File: src/rtl/rs_age_ordered_pkg.sv
// Shared types for the age-ordered reservation station: entry layout, opcode
// type and the ROB-relative age helper used for flush ordering.
package rs_age_ordered_pkg;

    localparam int RS_DATA_W    = 64;
    localparam int RS_ROB_IDX_W = 4;
    localparam int RS_OP_W      = 5;

    typedef logic [RS_OP_W-1:0] fu_op_t;

    typedef struct packed {
        logic                    valid;
        logic [RS_DATA_W-1:0]    value;
        logic [RS_ROB_IDX_W-1:0] idx;
    } rs_opnd_t;

    typedef struct packed {
        logic                    valid;
        fu_op_t                  op;
        logic [RS_ROB_IDX_W-1:0] dst_idx;
        rs_opnd_t                a;
        rs_opnd_t                b;
        logic                    uses_nzcv;
        logic                    nzcv_valid;
        logic [3:0]              nzcv;
        logic [RS_ROB_IDX_W-1:0] nzcv_idx;
        logic                    set_nzcv;
        logic [3:0]              cond;
    } rs_entry_t;

    // Distance from the ROB head; wraps naturally in the tag width.
    function automatic logic [RS_ROB_IDX_W-1:0] rob_age(
        input logic [RS_ROB_IDX_W-1:0] tag,
        input logic [RS_ROB_IDX_W-1:0] head
    );
        return tag - head;
    endfunction

endpackage

File: src/rtl/rs_age_ordered_age_select.sv
// Oldest-ready picker: age[i][j] set means entry i is older than entry j.
module rs_age_select #(
    parameter int RS_DEPTH = 8,
    localparam int IDX_W = $clog2(RS_DEPTH)
) (
    input  logic [RS_DEPTH-1:0]               ready,
    input  logic [RS_DEPTH-1:0][RS_DEPTH-1:0] age,
    output logic [RS_DEPTH-1:0]               oldest_oh,
    output logic [IDX_W-1:0]                  oldest_idx,
    output logic                              any_ready
);

    for (genvar i = 0; i < RS_DEPTH; i++) begin : g_sel
        logic [RS_DEPTH-1:0] older_rdy;
        for (genvar j = 0; j < RS_DEPTH; j++) begin : g_col
            assign older_rdy[j] = ready[j] & age[j][i];
        end
        // Winner: ready with no ready entry older than it.
        assign oldest_oh[i] = ready[i] & ~|older_rdy;
    end

    always_comb begin
        oldest_idx = '0;
        for (int i = 0; i < RS_DEPTH; i++) begin
            if (oldest_oh[i]) oldest_idx = oldest_idx | IDX_W'(i);
        end
    end

    assign any_ready = |ready;

endmodule

File: src/rtl/rs_age_ordered.sv
// Age-ordered reservation station for one FU. Optional statistics outputs
// (occupancy, full-stall counter) are built when RS_STATS_EN is defined.
module rs_age_ordered
    import rs_age_ordered_pkg::*;
#(
    parameter int RS_DEPTH  = 8,
    parameter int DATA_W    = RS_DATA_W,
    parameter int ROB_IDX_W = RS_ROB_IDX_W,
    parameter int OP_W      = RS_OP_W
) (
    input  logic                 in_clk,
    input  logic                 in_rst,
    input  logic                 in_alloc_valid,
    output logic                 out_alloc_ready,
    input  logic [OP_W-1:0]      in_alloc_op,
    input  logic [ROB_IDX_W-1:0] in_alloc_dst_idx,
    input  logic                 in_alloc_a_valid,
    input  logic [DATA_W-1:0]    in_alloc_a_value,
    input  logic [ROB_IDX_W-1:0] in_alloc_a_idx,
    input  logic                 in_alloc_b_valid,
    input  logic [DATA_W-1:0]    in_alloc_b_value,
    input  logic [ROB_IDX_W-1:0] in_alloc_b_idx,
    input  logic                 in_alloc_uses_nzcv,
    input  logic                 in_alloc_nzcv_valid,
    input  logic [3:0]           in_alloc_nzcv,
    input  logic [ROB_IDX_W-1:0] in_alloc_nzcv_idx,
    input  logic                 in_alloc_set_nzcv,
    input  logic [3:0]           in_alloc_cond,
    input  logic                 in_bcast_valid,
    input  logic [ROB_IDX_W-1:0] in_bcast_idx,
    input  logic [DATA_W-1:0]    in_bcast_value,
    input  logic                 in_bcast_set_nzcv,
    input  logic [3:0]           in_bcast_nzcv,
    input  logic                 in_flush,
    input  logic [ROB_IDX_W-1:0] in_flush_idx,
    input  logic [ROB_IDX_W-1:0] in_rob_head_idx,
    output logic                 out_issue_valid,
    input  logic                 in_issue_ready,
    output logic [OP_W-1:0]      out_issue_op,
    output logic [DATA_W-1:0]    out_issue_a,
    output logic [DATA_W-1:0]    out_issue_b,
    output logic [ROB_IDX_W-1:0] out_issue_dst_idx,
    output logic [3:0]           out_issue_nzcv,
    output logic                 out_issue_set_nzcv,
    output logic [3:0]           out_issue_cond
`ifdef RS_STATS_EN
    ,
    output logic [$clog2(RS_DEPTH+1)-1:0] out_occupancy,
    output logic [31:0]                   out_full_stall_cnt
`endif
);

    localparam int IDX_W = $clog2(RS_DEPTH);

    rs_entry_t ent_q [RS_DEPTH];
    rs_entry_t ent_d [RS_DEPTH];
    rs_entry_t new_ent;

    logic [RS_DEPTH-1:0][RS_DEPTH-1:0] age_q;
    logic [RS_DEPTH-1:0] valid_vec, ready_vec, squash_vec, issue_oh;
    logic [IDX_W-1:0]    issue_idx, alloc_idx;
    logic [ROB_IDX_W-1:0] flush_age;
    logic any_ready, has_free, alloc_fire, issue_fire;

    assign flush_age = rob_age(in_flush_idx, in_rob_head_idx);

    always_comb begin
        for (int i = 0; i < RS_DEPTH; i++) begin
            valid_vec[i]  = ent_q[i].valid;
            ready_vec[i]  = ent_q[i].valid & ent_q[i].a.valid & ent_q[i].b.valid &
                            (~ent_q[i].uses_nzcv | ent_q[i].nzcv_valid);
            squash_vec[i] = in_flush &&
                            (rob_age(ent_q[i].dst_idx, in_rob_head_idx) > flush_age);
        end
    end

    // Lowest-index free slot: scan downward so the smallest index wins.
    always_comb begin
        has_free  = 1'b0;
        alloc_idx = '0;
        for (int i = RS_DEPTH - 1; i >= 0; i--) begin
            if (!valid_vec[i]) begin
                has_free  = 1'b1;
                alloc_idx = IDX_W'(i);
            end
        end
    end

    assign out_alloc_ready = has_free;
    assign alloc_fire      = in_alloc_valid & has_free & ~in_flush;

    rs_age_select #(.RS_DEPTH(RS_DEPTH)) u_sel (
        .ready     (ready_vec),
        .age       (age_q),
        .oldest_oh (issue_oh),
        .oldest_idx(issue_idx),
        .any_ready (any_ready)
    );

    assign out_issue_valid = any_ready;
    assign issue_fire      = any_ready & in_issue_ready;

    always_comb begin
        out_issue_op       = '0;
        out_issue_a        = '0;
        out_issue_b        = '0;
        out_issue_dst_idx  = '0;
        out_issue_nzcv     = '0;
        out_issue_set_nzcv = 1'b0;
        out_issue_cond     = '0;
        if (any_ready) begin
            out_issue_op       = ent_q[issue_idx].op;
            out_issue_a        = ent_q[issue_idx].a.value;
            out_issue_b        = ent_q[issue_idx].b.value;
            out_issue_dst_idx  = ent_q[issue_idx].dst_idx;
            out_issue_nzcv     = ent_q[issue_idx].nzcv;
            out_issue_set_nzcv = ent_q[issue_idx].set_nzcv;
            out_issue_cond     = ent_q[issue_idx].cond;
        end
    end

    // Incoming entry, with same-cycle broadcast bypassed in so no wakeup is lost.
    always_comb begin
        new_ent            = '0;
        new_ent.valid      = 1'b1;
        new_ent.op         = in_alloc_op;
        new_ent.dst_idx    = in_alloc_dst_idx;
        new_ent.a.valid    = in_alloc_a_valid;
        new_ent.a.value    = in_alloc_a_value;
        new_ent.a.idx      = in_alloc_a_idx;
        new_ent.b.valid    = in_alloc_b_valid;
        new_ent.b.value    = in_alloc_b_value;
        new_ent.b.idx      = in_alloc_b_idx;
        new_ent.uses_nzcv  = in_alloc_uses_nzcv;
        new_ent.nzcv_valid = in_alloc_nzcv_valid;
        new_ent.nzcv       = in_alloc_nzcv;
        new_ent.nzcv_idx   = in_alloc_nzcv_idx;
        new_ent.set_nzcv   = in_alloc_set_nzcv;
        new_ent.cond       = in_alloc_cond;
        if (in_bcast_valid) begin
            if (!in_alloc_a_valid && in_alloc_a_idx == in_bcast_idx) begin
                new_ent.a.valid = 1'b1;
                new_ent.a.value = in_bcast_value;
            end
            if (!in_alloc_b_valid && in_alloc_b_idx == in_bcast_idx) begin
                new_ent.b.valid = 1'b1;
                new_ent.b.value = in_bcast_value;
            end
            if (in_bcast_set_nzcv && !in_alloc_nzcv_valid && in_alloc_nzcv_idx == in_bcast_idx) begin
                new_ent.nzcv_valid = 1'b1;
                new_ent.nzcv       = in_bcast_nzcv;
            end
        end
    end

    always_comb begin
        for (int i = 0; i < RS_DEPTH; i++) begin
            ent_d[i] = ent_q[i];
            if (in_bcast_valid) begin
                if (!ent_q[i].a.valid && ent_q[i].a.idx == in_bcast_idx) begin
                    ent_d[i].a.valid = 1'b1;
                    ent_d[i].a.value = in_bcast_value;
                end
                if (!ent_q[i].b.valid && ent_q[i].b.idx == in_bcast_idx) begin
                    ent_d[i].b.valid = 1'b1;
                    ent_d[i].b.value = in_bcast_value;
                end
                if (in_bcast_set_nzcv && !ent_q[i].nzcv_valid && ent_q[i].nzcv_idx == in_bcast_idx) begin
                    ent_d[i].nzcv_valid = 1'b1;
                    ent_d[i].nzcv       = in_bcast_nzcv;
                end
            end
            if (squash_vec[i] || (issue_fire && issue_oh[i])) ent_d[i].valid = 1'b0;
            if (alloc_fire && alloc_idx == IDX_W'(i)) ent_d[i] = new_ent;
        end
    end

    always_ff @(posedge in_clk) begin
        if (in_rst) begin
            for (int i = 0; i < RS_DEPTH; i++) ent_q[i] <= '0;
            age_q <= '0;
        end else begin
            for (int i = 0; i < RS_DEPTH; i++) ent_q[i] <= ent_d[i];
            // New entry is younger than every currently valid one.
            if (alloc_fire) begin
                age_q[alloc_idx] <= '0;
                for (int j = 0; j < RS_DEPTH; j++) age_q[j][alloc_idx] <= valid_vec[j];
            end
        end
    end

`ifdef RS_STATS_EN
    localparam int OCC_W = $clog2(RS_DEPTH+1);
    logic [OCC_W-1:0] occ_d;

    always_comb begin
        occ_d = '0;
        for (int i = 0; i < RS_DEPTH; i++) occ_d = occ_d + OCC_W'(ent_d[i].valid);
    end

    always_ff @(posedge in_clk) begin
        if (in_rst) begin
            out_occupancy      <= '0;
            out_full_stall_cnt <= '0;
        end else begin
            out_occupancy <= occ_d;
            if (in_alloc_valid && !has_free && out_full_stall_cnt != '1)
                out_full_stall_cnt <= out_full_stall_cnt + 32'd1;
        end
    end
`endif

endmodule

File: config.mk
export PLATFORM = sky130hd
export DESIGN_NAME = rs_age_ordered
export DESIGN_NICKNAME = d
export VERILOG_FILES = /design/src/rtl/rs_age_ordered_pkg.sv /design/src/rtl/rs_age_ordered_age_select.sv /design/src/rtl/rs_age_ordered.sv
export SDC_FILE = /design/constraint.sdc
export NUM_CORES = 2
export LEC_CHECK = 0
export BUFFER_PORTS_ARGS = -buffer_cell sky130_fd_sc_hd__buf_4
export CAP_MARGIN = 20
export CORE_ASPECT_RATIO = 0.6
export CORE_MARGIN = 4
export CORE_UTILIZATION = 40
export CTS_CLUSTER_SIZE = 14
export DETAILED_ROUTE_END_ITERATION = 12
export PLACE_DENSITY = 0.63
export SYNTH_ARGS = -nofsm -noshare
export SYNTH_HDL_FRONTEND = slang
export SYNTH_SLANG_ARGS = --single-unit
export TNS_END_PERCENT = 1
File: constraint.sdc
create_clock -name in_clk -period 8.7 [get_ports in_clk]
set_clock_uncertainty 0.2 [all_clocks]
set_input_delay 1.74 -clock in_clk [delete_from_list [all_inputs] [get_ports in_clk]]
set_output_delay 1.74 -clock in_clk [all_outputs]
set_load 0.02 [all_outputs]
==> flow_metrics.env <==
export IMPL_status="finished clean"
export IMPL_postSynthAreaPerCell_um2=8.26
export IMPL_clock_insertion_delay_worst_skew_ns=0.80
export IMPL_worst_path_most_repeated_cell="buf_4"
export IMPL_gr_overflow_total=0
export IMPL_grt_met1_use=0.424
export IMPL_p_leak_nw=25.8
export IMPL_detail_route_vias_per_cell=6.05
export IMPL_final_hold_violation_count=0
export IMPL_power_switching_mw=3.54
export IMPL_worst_setup_path_end_kind="output pin"
export IMPL_grtUsageTotal=0.281
export IMPL_synth_adder_area_share=0.0116
export IMPL_num_io_pins=397
export IMPL_synth_compound_gate_area_share=0.193
export IMPL_async_s_r_ff_share_synth=0
export IMPL_tritoncts_clock_tree="done"
export IMPL_grt_max_degree=220
export IMPL_setup_worst_path_class="flop to output pin"
export IMPL_synth_edf_count=0
export IMPL_ys_flop_type="dfxtp_1"
export IMPL_grt_antenna_before_repair=16
export IMPL_post_synth_mux_area_share=0.172
export IMPL_cts_htree_levels=4
export IMPL_cts_resized=0
export IMPL_timing_final_crit_share=0.927
export IMPL_initial_utilization=0.403
export IMPL_post_cts_setup_buffers=0
export IMPL_max_slew_margin=0.143
export IMPL_hold_path_class="flop to flop"
export IMPL_syn2layout_area_growth_pct=11.6
export IMPL_grt_use_met2=0.402
export IMPL_synth_top_family_by_area="compound AO/OA/AOI/OAI gates"
export IMPL_cts_root_buf="clkbuf_16"
export IMPL_tightest_slew_ns=1.25
export IMPL_cell_internal_pwr_mw=10.5
export IMPL_synthesis_yosys_warnings=0
export IMPL_yosysUniqueCellTypes=64
export IMPL_die_height_um=334
export IMPL_clk_pin_slew_ns=0.06
export IMPL_worst_path_max_fanout=56
export IMPL_gpl_final_weighted_congestion=0.903
export IMPL_die_area_um2=184000
export IMPL_path_cells="nand2_1 -> nor3_4 -> a2111oi_0 -> and4_1 -> or4_4 -> nor4_4 -> buf_4 -> buf_4 -> a22o_1 -> or4_1 -> buf_4"
export IMPL_reg2regPathDepth=10
export IMPL_worstHoldPathCells=2
export IMPL_synth_xor_area_share=0.0158
export IMPL_synthesis_area_um2=70800
export IMPL_ys_seq_area_frac=0.387
export IMPL_fin_tns_setup_ns=0
export IMPL_final_util=0.450
export IMPL_n_fill_cell=16900
export IMPL_synth_simple_gate_area_share=0.164
export IMPL_postSynthRegisterBits=1368
export IMPL_drt_initial_drc_count=8048
export IMPL_layout_nets=8599
export IMPL_first_pass_grt_wire_length_mm=403
export IMPL_power_density_cell_area_nw_per_um2=177
export IMPL_timing_critical_path_from_type="flop"
export IMPL_final_max_slew_violation_count=0
export IMPL_dr_pass1_iters=6
export IMPL_grt_most_used_layer="met1"
export IMPL_tritoncts_num_buffers=148
export IMPL_cp_required_ns=6.76
export IMPL_detailed_place_hpwl_mm=155
export IMPL_route_detailed_wl_per_inst_um=25.2
export IMPL_peakVddDrop_uv=125
export IMPL_die_width_um=551
export IMPL_synth_largest_area_cell="dfxtp_1"
export IMPL_route_final_wire_length_mm=271
export IMPL_clock_sink_count=1368
export IMPL_post_cts_hold_buffer_count=0
export IMPL_grt_setup_unrepaired="false"
export IMPL_sequential_cell_area_um2=27400
export IMPL_grt_util_met3=0.0543
export IMPL_ant_nets=0
export IMPL_io_buffer_count=396
export IMPL_via_count=65100
export IMPL_detail_route_drc_violations=0
export IMPL_syn_inst=8578
export IMPL_synth_top_cells_by_area="dfxtp_1 (39%), mux2i_1 (15%), a211oi_1 (11%)"
export IMPL_finalSetupViolations=0
export IMPL_fp_coreArea_um2=176000
export IMPL_synth_nets=8887
export IMPL_timing_critical_path_slowest_cell_delay_ns=0.97
export IMPL_max_clock_path_buffers=4
export IMPL_power_combinational_fraction=0.081
export IMPL_synth_top_cell_area_share=0.387
export IMPL_max_cap_viol_count=0
export IMPL_sw_frac_of_total=0.253
export IMPL_critical_path_slowest_cell="buf_4"
export IMPL_cp_data_arrival_time_ns=6.13
export IMPL_fp_row_count=119
export IMPL_share_clk_of_total_power=0.456
export IMPL_sequential_power_share=0.462
export IMPL_fmax_mhz=124
export IMPL_first_global_vias=61500
export IMPL_layout_min_cycle_time_ns=8.07
export IMPL_drive_above_1_share=0.0967
export IMPL_multi_input_gate_area_um2=39700
==> final cells by class <==
class | instances | area share
diodes | 7 | 0.000222
clock buffers | 209 | 0.0545
clock inverters | 37 | 0.00543
inverters | 44 | 0.00209
multi-input cells | 6229 | 0.502
flip-flops and latches | 1368 | 0.346
well taps | 2359 | 0.0373
repair buffers | 499 | 0.0515
==> power groups by stage <==
| stage | sequential, mW | clock, mW | combinational (mW) |
|---|---|---|---|
| floorplan | 6.60 | 0 | 0.748 |
| global placement | 6.61 | 0 | 1.09 |
| detailed placement | 6.62 | 0 | 1.11 |
| CTS | 6.48 | 6.48 | 1.12 |
| global route | 6.49 | 6.73 | 1.22 |
| finish | 6.48 | 6.40 | 1.14 |
==> layout by cell type, fill, tap and decap left out, types with 44 or more instances in the layout <==
| cell | count |
|---|---|
| clkbuf_16 | 151 |
| nor2_1 | 1100 |
| or4_1 | 145 |
| a22o_1 | 146 |
| buf_4 | 472 |
| nand2_1 | 1357 |
| a21oi_1 | 699 |
| ha_1 | 51 |
| mux2i_1 | 1066 |
| inv_1 | 44 |
| a211oi_1 | 1079 |
| xnor2_1 | 86 |
| dfxtp_1 | 1368 |
| mux2_1 | 94 |
==> state kept, by name (all words and copies together), names as in the netlist, named ones only <==
| register | flops |
|---|---|
| age_q | 56 |
| ent_q | 1304 |
==> logic make-up after synthesis <==
family | count (synthesis)
XOR/XNOR | 128
AO/OA/AOI/OAI | 2028
flip-flops | 1368
AND/OR/NAND/NOR | 2815
adder cells (fa/ha/maj) | 60
multiplexers | 1198
buffers and inverters | 981
==> synthesized netlist by cell type (12+ instances only) <==
cell type and instances:
nand2_1 1362, a211oi_1 1079, a21o_1 20, o21a_1 16, nor3_1 41, buf_1 153, a22oi_1 15, or4_1 145
clkbuf_1 640, mux2_1 94, xor2_1 42, xnor2_1 86, mux2i_1 1066, nand2b_1 17, nor2b_1 16, and3_1 12
nand3_1 37, nor2_1 1107, buf_2 106, nor3b_1 17, buf_4 15, mux2_2 38, a21oi_1 699, inv_1 44
dfxtp_1 1368, buf_6 18, ha_1 51, a22o_1 146
==> critical path: cells and delay by family, from the launching register on <==
| family | cells | cell delay [ns] |
|---|---|---|
| AND/OR/NAND/NOR | 6 | 2.30 |
| buffers and inverters | 3 | 1.74 |
| AO/OA/AOI/OAI | 2 | 0.57 |
| flip-flops | 1 | 0.68 |
==> path summary, 6_finish.rpt <==
path | startpoint | endpoint | slack, ns
worst min register to register | flop | flop | 0.23
worst min-delay path | flop | flop | 0.23
worst max register to register | ent_q[6][162] | ent_q[4][67] | 3.94
worst max-delay path | ent_q[6][162] | out_issue_b[52] | 0.63
==> stage by stage <==
stage	instance area [um^2]	power [mW]	hold slack (ns)	instances	setup slack, ns
after floorplan	70800	7.34	0.208	8578	3.85
after global placement	74300	7.70	0.221	10500	1.77
after detailed placement	74300	7.73	0.220	10500	1.71
after CTS	79000	14.1	0.231	10700	0.837
after global routing	79000	14.5	0.235	10800	0.600
final	79000	14.0	0.234	10800	0.631
==> per-layer routing <==
metal | wire length [um] | vias up
met4 | 7410 | 6
met1 | 123000 | 31500
met5 | 43 | -
met2 | 112000 | 3452
met3 | 28100 | 470
li1 | - | 29700
Note: power is estimated with default switching activity, not from simulation.
